### config.mk
export PLATFORM = sky130hd
export DESIGN_NAME = imager_emulator
export DESIGN_NICKNAME = d
export VERILOG_FILES = /design/src/rtl/imager_emulator.sv
export SDC_FILE = /design/constraint.sdc
export NUM_CORES = 1
export LEC_CHECK = 0
export ABC_AREA = 1
export CAP_MARGIN = 20
export CORE_MARGIN = 3
export CORE_UTILIZATION = 50
export CTS_BUF_LIST = sky130_fd_sc_hd__clkbuf_2 sky130_fd_sc_hd__clkbuf_4 sky130_fd_sc_hd__clkbuf_8
export DETAILED_ROUTE_END_ITERATION = 10
export GPL_TIMING_DRIVEN = 0
export PLACE_DENSITY = 0.73
export SYNTH_ARGS = -nofsm -noshare
export SYNTH_HDL_FRONTEND = slang
export SYNTH_SLANG_ARGS = --single-unit
### constraint.sdc
create_clock -name clk -period 2.8 [get_ports clk]
set_input_delay 0.56 -clock clk [delete_from_list [all_inputs] [get_ports clk]]
set_output_delay 0.56 -clock clk [all_outputs]
set_load 0.01 [all_outputs]
### src/rtl/imager_emulator.sv
// Stonyman imager + 8-bit serial ADC stand-in: decodes the pointer/value pins into the
// sensor register file and answers cs_n/sclk frames on sdata with a synthetic pixel.
module imager_emulator #(
  parameter int         LEAD_ZEROS  = 3,
  parameter int         FRAME_SCLKS = 16,
  parameter int         PATTERN     = 0,
  parameter logic [7:0] CONST_PIXEL = 8'hA5
) (
  input  logic        clk,
  input  logic        reset,
  input  logic        sclk,
  input  logic        cs_n,
  output logic        sdata,
  input  logic        resp,
  input  logic        incp,
  input  logic        resv,
  input  logic        incv,
  input  logic        inphi,
  output logic [2:0]  reg_ptr,
  output logic [7:0]  row_sel,
  output logic [7:0]  col_sel,
  output logic [15:0] inphi_count,
  output logic        frame_error
);

  localparam int NW = $clog2(FRAME_SCLKS + LEAD_ZEROS + 10);
  localparam logic [NW-1:0] FRAME_N = NW'(FRAME_SCLKS);
  localparam logic [NW-1:0] LZ_N    = NW'(LEAD_ZEROS);
  localparam logic [NW-1:0] LZ_END  = NW'(LEAD_ZEROS + 8);

  // Pin order: {inphi, incv, resv, incp, resp, cs_n, sclk}; sclk and cs_n idle high.
  localparam logic [6:0] IDLE_LVL = 7'b0000011;

  typedef enum logic [1:0] {
    ST_IDLE,
    ST_SHIFT,
    ST_DONE
  } adc_state_t;

  logic [6:0]  pins_raw;
  logic [6:0]  sync_q, sync_d;
  logic [6:0]  prev_q, prev_d;

  logic        sclk_fall, cs_fall, cs_rise;
  logic        resp_rise, incp_rise, resv_rise, incv_rise, inphi_rise;

  logic [2:0]  ptr_q, ptr_d;
  logic [7:0]  regs_q [8];
  logic [7:0]  regs_d [8];
  logic [15:0] inphi_cnt_q, inphi_cnt_d;

  adc_state_t  state_q, state_d;
  logic [NW-1:0] n_q, n_d;
  logic [7:0]  shreg_q, shreg_d;
  logic        sdata_q, sdata_d;
  logic        ferr_q, ferr_d;
  logic [7:0]  pixel;

  assign pins_raw = {inphi, incv, resv, incp, resp, cs_n, sclk};

  always_comb begin
    sync_d = pins_raw;
    prev_d = sync_q;
  end

  assign sclk_fall  =  prev_q[0] & ~sync_q[0];
  assign cs_fall    =  prev_q[1] & ~sync_q[1];
  assign cs_rise    = ~prev_q[1] &  sync_q[1];
  assign resp_rise  = ~prev_q[2] &  sync_q[2];
  assign incp_rise  = ~prev_q[3] &  sync_q[3];
  assign resv_rise  = ~prev_q[4] &  sync_q[4];
  assign incv_rise  = ~prev_q[5] &  sync_q[5];
  assign inphi_rise = ~prev_q[6] &  sync_q[6];

  // Value ops address the pointer as it stood before this cycle's pointer op.
  always_comb begin
    for (int i = 0; i < 8; i++) begin
      regs_d[i] = regs_q[i];
      if (ptr_q == 3'(i)) begin
        if (resv_rise) begin
          regs_d[i] = 8'd0;
        end else if (incv_rise) begin
          if (i < 4) regs_d[i] = regs_q[i] + 8'd1;
          else       regs_d[i] = {2'b00, regs_q[i][5:0] + 6'd1};
        end
      end
    end
  end

  always_comb begin
    ptr_d = ptr_q;
    if (resp_rise)      ptr_d = 3'd0;
    else if (incp_rise) ptr_d = ptr_q + 3'd1;
  end

  always_comb begin
    inphi_cnt_d = inphi_cnt_q;
    if (inphi_rise && (inphi_cnt_q != 16'hFFFF)) inphi_cnt_d = inphi_cnt_q + 16'd1;
  end

  always_comb begin
    pixel = regs_q[1] + regs_q[0];
    if (PATTERN == 1)      pixel = CONST_PIXEL;
    else if (PATTERN == 2) pixel = {regs_q[1][3:0], regs_q[0][3:0]};
  end

  always_comb begin
    state_d = state_q;
    n_d     = n_q;
    shreg_d = shreg_q;
    sdata_d = sdata_q;
    ferr_d  = ferr_q;
    case (state_q)
      ST_IDLE: begin
        sdata_d = 1'b0;
        if (cs_fall) begin
          shreg_d = pixel;
          n_d     = '0;
          state_d = ST_SHIFT;
        end
      end
      ST_SHIFT: begin
        if (cs_rise) begin
          if (n_q < FRAME_N) ferr_d = 1'b1;
          sdata_d = 1'b0;
          state_d = ST_IDLE;
        end else if (sclk_fall) begin
          n_d = n_q + 1'b1;
          // The shift register is consumed MSB first only inside the data window.
          if ((n_d >= LZ_N) && (n_d < LZ_END)) begin
            sdata_d = shreg_q[7];
            shreg_d = {shreg_q[6:0], 1'b0};
          end else begin
            sdata_d = 1'b0;
          end
          if (n_d == FRAME_N) state_d = ST_DONE;
        end
      end
      ST_DONE: begin
        sdata_d = 1'b0;
        if (cs_rise) state_d = ST_IDLE;
      end
      default: begin
        sdata_d = 1'b0;
        state_d = ST_IDLE;
      end
    endcase
  end

  always_ff @(posedge clk or negedge reset) begin
    if (!reset) begin
      sync_q      <= IDLE_LVL;
      prev_q      <= IDLE_LVL;
      ptr_q       <= 3'd0;
      for (int i = 0; i < 8; i++) regs_q[i] <= 8'd0;
      inphi_cnt_q <= 16'd0;
      state_q     <= ST_IDLE;
      n_q         <= '0;
      shreg_q     <= 8'd0;
      sdata_q     <= 1'b0;
      ferr_q      <= 1'b0;
    end else begin
      sync_q      <= sync_d;
      prev_q      <= prev_d;
      ptr_q       <= ptr_d;
      for (int i = 0; i < 8; i++) regs_q[i] <= regs_d[i];
      inphi_cnt_q <= inphi_cnt_d;
      state_q     <= state_d;
      n_q         <= n_d;
      shreg_q     <= shreg_d;
      sdata_q     <= sdata_d;
      ferr_q      <= ferr_d;
    end
  end

  assign sdata       = sdata_q;
  assign reg_ptr     = ptr_q;
  assign row_sel     = regs_q[1];
  assign col_sel     = regs_q[0];
  assign inphi_count = inphi_cnt_q;
  assign frame_error = ferr_q;

endmodule

# Word-level counts from Yosys, hierarchy flattened
# Index checks and enable logic that the tools add are counted.
totals:
  regBits: 66
  in_bits: 9
  out_inout_bits: 37
  wordCells: 86
classes:
  addsub: 6
  order_cmp: 3
  n_eq_ne: 12
  muxes: 25
  bitwise_logic: 16
  n_reduce_logical: 13
op_table:
  columns: ["cell", "count"]
  rows:
  - ["8-bit two-way mux", 8]
  - ["16-bit by 1-bit adder with 16-bit output (second input constant)", 1]
  - ["8-bit by 1-bit adder with 8-bit output (second input constant)", 2]
  - ["16-bit inequality test (second input constant)", 1]
  - ["8-bit one-hot mux with 2 select lines", 1]
  - ["5-bit two-way mux", 3]
  - ["2-bit two-way mux", 5]
  - ["2-bit inequality test (second input constant)", 5]
  - ["5-bit one-hot mux with 2 select lines", 1]
  - ["8-bit adder", 1]
  - ["1-bit bitwise AND", 8]
  - ["1-bit NOT", 8]
  - ["4-bit AND reduction", 2]
  - ["3-bit two-way mux", 2]
  - ["3-bit inequality test (second input constant)", 2]
  - ["2-bit one-hot mux with 3 select lines", 1]
  - ["2-bit nonzero test", 3]
  - ["5-bit by 1-bit adder with 5-bit output (second input constant)", 1]
  - ["5-bit == test (second input constant)", 1]
  - ["5-bit by 2-bit >= comparator with 1-bit output (second input constant)", 1]
  - ["5-bit by 4-bit < comparator with 1-bit output (second input constant)", 1]
  - ["5-bit < comparator (second input constant)", 1]
  - ["5-bit AND reduction", 1]
  - ["1-bit two-way mux", 4]
  - ["other kinds (9)", 11]

# Logic depth before layout (Yosys ltp)
logic_depth:
  depth_word: 7
  mapped_depth: 12

# Least setup slack after synthesis
# OpenSTA, ideal clock, no wires.
synth_path:
  kind: "reg2reg"
  from: "register n_q[0]"
  to: "register shreg_q[3]"
  setup_time_ps: 117
  t_arrival_ps: 1523
  t_required_ps: 2683
  setup_slack_ps: 1159
  path_stages_with_launch: 10
  period_less_slack_ps: 1641
  path_cell_list: "dfrtp_1 > inv_1 > ha_1 > or2_1 > nand3_1 > nor2_1 > o21ai_2 > nand2_2 > nand2_1 > nand2_1"
synth_via:
  elab_chain_cells: 5
  word_cells_on_any_way: 6
synth_rtl:
  columns: ["element", "line", "text"]
  rows:
  - ["start, declared", "53", "logic [NW-1:0] n_q, n_d;"]
  - ["start signal, assigned", "169", "n_q <= n_d;"]
  - ["5-bit by 1-bit adder with 5-bit output (*)", "128", "n_d = n_q + 1'b1;"]
  - ["5-bit by 2-bit >= comparator with 1-bit output / 5-bit by 4-bit < comparator with 1-bit output (equally long branches)", "130", "if ((n_d >= LZ_N) && (n_d < LZ_END)) begin"]
  - ["1-bit logical AND (*)", "130", null]
  - ["2-bit inequality test (no line) (*)", null, null]
  - ["5-bit AND reduction (no line) (*)", null, null]
  - ["end signal, assigned", "170", "shreg_q <= shreg_d;"]
  - ["end, declared", "54", "logic [7:0] shreg_q, shreg_d;"]
# Every way passes the cells marked *; elsewhere a longest branch is shown, timed or not.
# A chain may end at the register's enable or synchronous reset.

# Worst setup path after layout
layout_path:
  from: "register regs_q, in the netlist row_sel[3]"
  to: "output row_sel[3]"
layout_rtl:
  columns: ["element", "line", "text"]
  rows:
  - ["start, declared", "48", "logic [7:0] regs_q [8];"]
  - ["end, declared", "20", "output logic [7:0] row_sel,"]
# No word-level cell between the ends.

==> results.yml <==
clocking:
  cts_resized: 0
  cts-hold-fix-buffers: 0
  tritoncts: "done"
  cts_buffers: 9
  clkTransAtPathRegs_ns: 0.07
  clockBufferDepth: 2
  cts_max_level: 3
  clock_latency_ns: 0.34
  cts_root_buffer: "clkbuf_8"
  cts_setup_buffers: 0
  cts_num_sinks: 66
sta:
  maxSlewViolCount: 0
  rsz0062_at_grt: "false"
  tightestPinTransition_ns: 0.819
  finalHoldViolations: 0
  setup_viol: 0
  fmax_mhz: 500
  post-route-period-util: 0.714
  fin_crit_ns: 2.00
  fin_skew_ns: 0.00729
  holdWs_ns: 0.289
  max_slew_margin: 0.454
drt:
  ant_nets: 0
  wl_per_cell_um: 12.5
  routed_wl_um: 7740
  drc: 0
  first_iter_violations: 148
  num_vias: 3131
  dr.pass1.iters: 4
  via_per_inst: 5.07
logic_synthesis:
  synth_area_sq_um: 3680
  ys_top_cells_by_area: "dfrtp_1, nand2_1, inv_1, nand3_1, ha_1"
  ys_seq_elements: 66
  synth_compound_area_frac: 0.0769
  synth_xor_area_frac: 0.0497
  ys_warn_count: 0
  synthSimpleGateAreaFrac: 0.274
  synth_top_area_frac: 0.422
  synth_top_family_by_area: "simple AND/OR/NAND/NOR gates"
  avgSynthCellArea_sq_um: 7.97
  ys_seq_area_frac: 0.451
  synth_edf_count: 0
  yosysTopAreaCell: "dfrtp_1"
  synth_nets: 486
  synthAdderAreaFrac: 0.0565
  synth_mux_area_frac: 0
  synth_ff_type: "dfrtp_1"
  ys_async_sr_fraction: 1.00
  syn-instance-count: 461
  synth_cell_types: 35
critical_path:
  crit_chain: "clkdlybuf4s50_1"
  slowest_stage: "clkdlybuf4s50_1"
  endpoint_kind: "primary output"
  crit_required_ns: 2.24
  cp_slowest_stage_delay_ns: 0.60
  cp-start-kind: "flop"
  path_buf_inv: 1
  cp_max_fo: 8
  cp_top_family: "buffers and inverters"
  criticalPathCategory: "flop to primary output"
  cp.arrival_ns: 1.44
placed_design:
  io_buffers: 45
  dp.cells: 602
  gp_congestion: 0.856
  dp.final_hpwl_um: 5490
finish:
  final_util: 0.644
  layout.nets: 542
  layout-drive-gt1-share: 0.0977
  area_growth_syn_to_layout_pct: 21.6
  fin_cells: 618
  n_antenna_cell: 0
floorplanning:
  die_area_sq_um: 8420
  start_util: 0.529
  die_x_um: 91.7
  row_count: 30
  die_h_um: 91.7
  core_area_sq_um: 6940
  ioPinCount: 46
run_status:
  status: "complete, no violations"
grt:
  gr-usage-all-layers: 0.201
  grt_max_degree: 67
  grt_pass1_vias: 3060
  grt_pass1_wl_um: 13700
  overflow: 0
  antenna_found_initial: 0
flow_run:
  max_cap_violations: 0
power_and_ir_drop:
  power.density_nw_per_um2: 760
  p_leak_nw: 2.15
  ir_drop_v: 0.000562
  total_power_w: 0.00340
min_path:
  hold_class: "primary input to async pin"
[power breakdown]
part / internal [W] / switching (W) / leakage [nW]
Combinational: 0.000482 / 0.000694 / 1.19
Clock: 0.000527 / 0.000380 / 0.109
Sequential: 0.00112 / 0.000191 / 0.852
[state kept, by name, summed over array words and instances (netlist names)]
signal and flops:
n_q 5, row_sel 8, state_q 2, reg_ptr 3, sdata 1, prev_q 7
prev_d 7, inphi_count 16, frame_error 1, shreg_q 8, col_sel 8
[metal layers]
layer | vias to the layer above | GRT usage | wire, um
met5 | - | 0 | 0
met3 | 10 | 0.0509 | 337
li1 | 1576 | - | -
met2 | 68 | 0.324 | 3800
met4 | 0 | 0.0532 | 84
met1 | 1477 | 0.270 | 3520
[final timing paths]
check | start | end | slack [ns] | depth (start not counted)
max | row_sel[3] | row_sel[3] | 0.80 | 1
min | reset | row_sel[4] | 0.29 | 1
max reg2reg | n_q[0] | shreg_q[5] | 0.89 | 9
min reg2reg | prev_d[0] | prev_q[0] | 0.36 | 0
max in group asynchronous | reset | shreg_q[7] | 1.94 | 1
min in group clk | prev_d[0] | prev_q[0] | 0.36 | 0
[logic make-up after synthesis]
| group | Yosys count |
|---|---|
| adders and majority gates | 16 |
| buffers and inverters | 84 |
| xor gates and xnor gates | 20 |
| DFF | 66 |
| and+or+nand+nor | 229 |
| AOI/OAI and AO/OA | 46 |
[metrics by stage]
stage | setup slack, ns | TNS [ns] | cell area [sq um]
2_1_floorplan | 1.16 | 0 | 3680
3_3_place_gp | -1.05 | -65.99 | 4250
3_5_place_dp | 0.933 | 0 | 4240
4_1_cts | 0.802 | 0 | 4470
5_1_grt | 0.731 | 0 | 4470
6_report | 0.800 | 0 | 4470
[area by class of cell]
| class | instances | area (sq um) |
|---|---|---|
| Inverter | 79 | 302 |
| Fill cell | 578 | 2470 |
| Timing Repair Buffer | 45 | 448 |
| Tap cell | 96 | 120 |
| Buffer | 5 | 36.3 |
| Clock inverter | 6 | 88.8 |
| Sequential cell | 66 | 1660 |
| Multi-Input combinational cell | 311 | 1680 |
| Clock buffer | 10 | 138 |
[cell usage in the layout (no fill, tap or decap), types with 2 or more instances in the layout]
cell / Yosys / routed
a21oi_1: 7 / 7
a31oi_1: 2 / 2
buf_2: 2 / 2
buf_6: 2 / 2
bufinv_16: 0 / 2
clkbuf_8: 0 / 10
clkdlybuf4s50_1: 0 / 44
clkinvlp_4: 0 / 2
dfrtp_1: 62 / 62
dfstp_2: 4 / 4
ha_1: 15 / 15
inv_1: 76 / 76
inv_2: 2 / 2
nand2_1: 122 / 122
nand2_2: 5 / 5
nand3_1: 40 / 40
nand4_1: 8 / 8
nor2_1: 30 / 30
nor3_1: 15 / 15
nor3b_1: 2 / 2
o21ai_0: 20 / 20
o21ai_2: 11 / 11
o22ai_1: 3 / 3
xnor2_1: 3 / 3
xor2_1: 16 / 16
[synthesized netlist by cell type, types with 2 or more instances]
master / n
xnor2_1: 3
nand2_1: 122
a21oi_1: 7
nand2_2: 5
o22ai_1: 3
ha_1: 15
dfrtp_1: 62
inv_2: 2
o21ai_2: 11
nor3b_1: 2
nor2_1: 30
nand3_1: 40
xor2_1: 16
nor3_1: 15
a31oi_1: 2
o21ai_0: 20
dfstp_2: 4
buf_2: 2
inv_1: 76
nand4_1: 8
buf_6: 2
(Power assumes the default switching activity.)
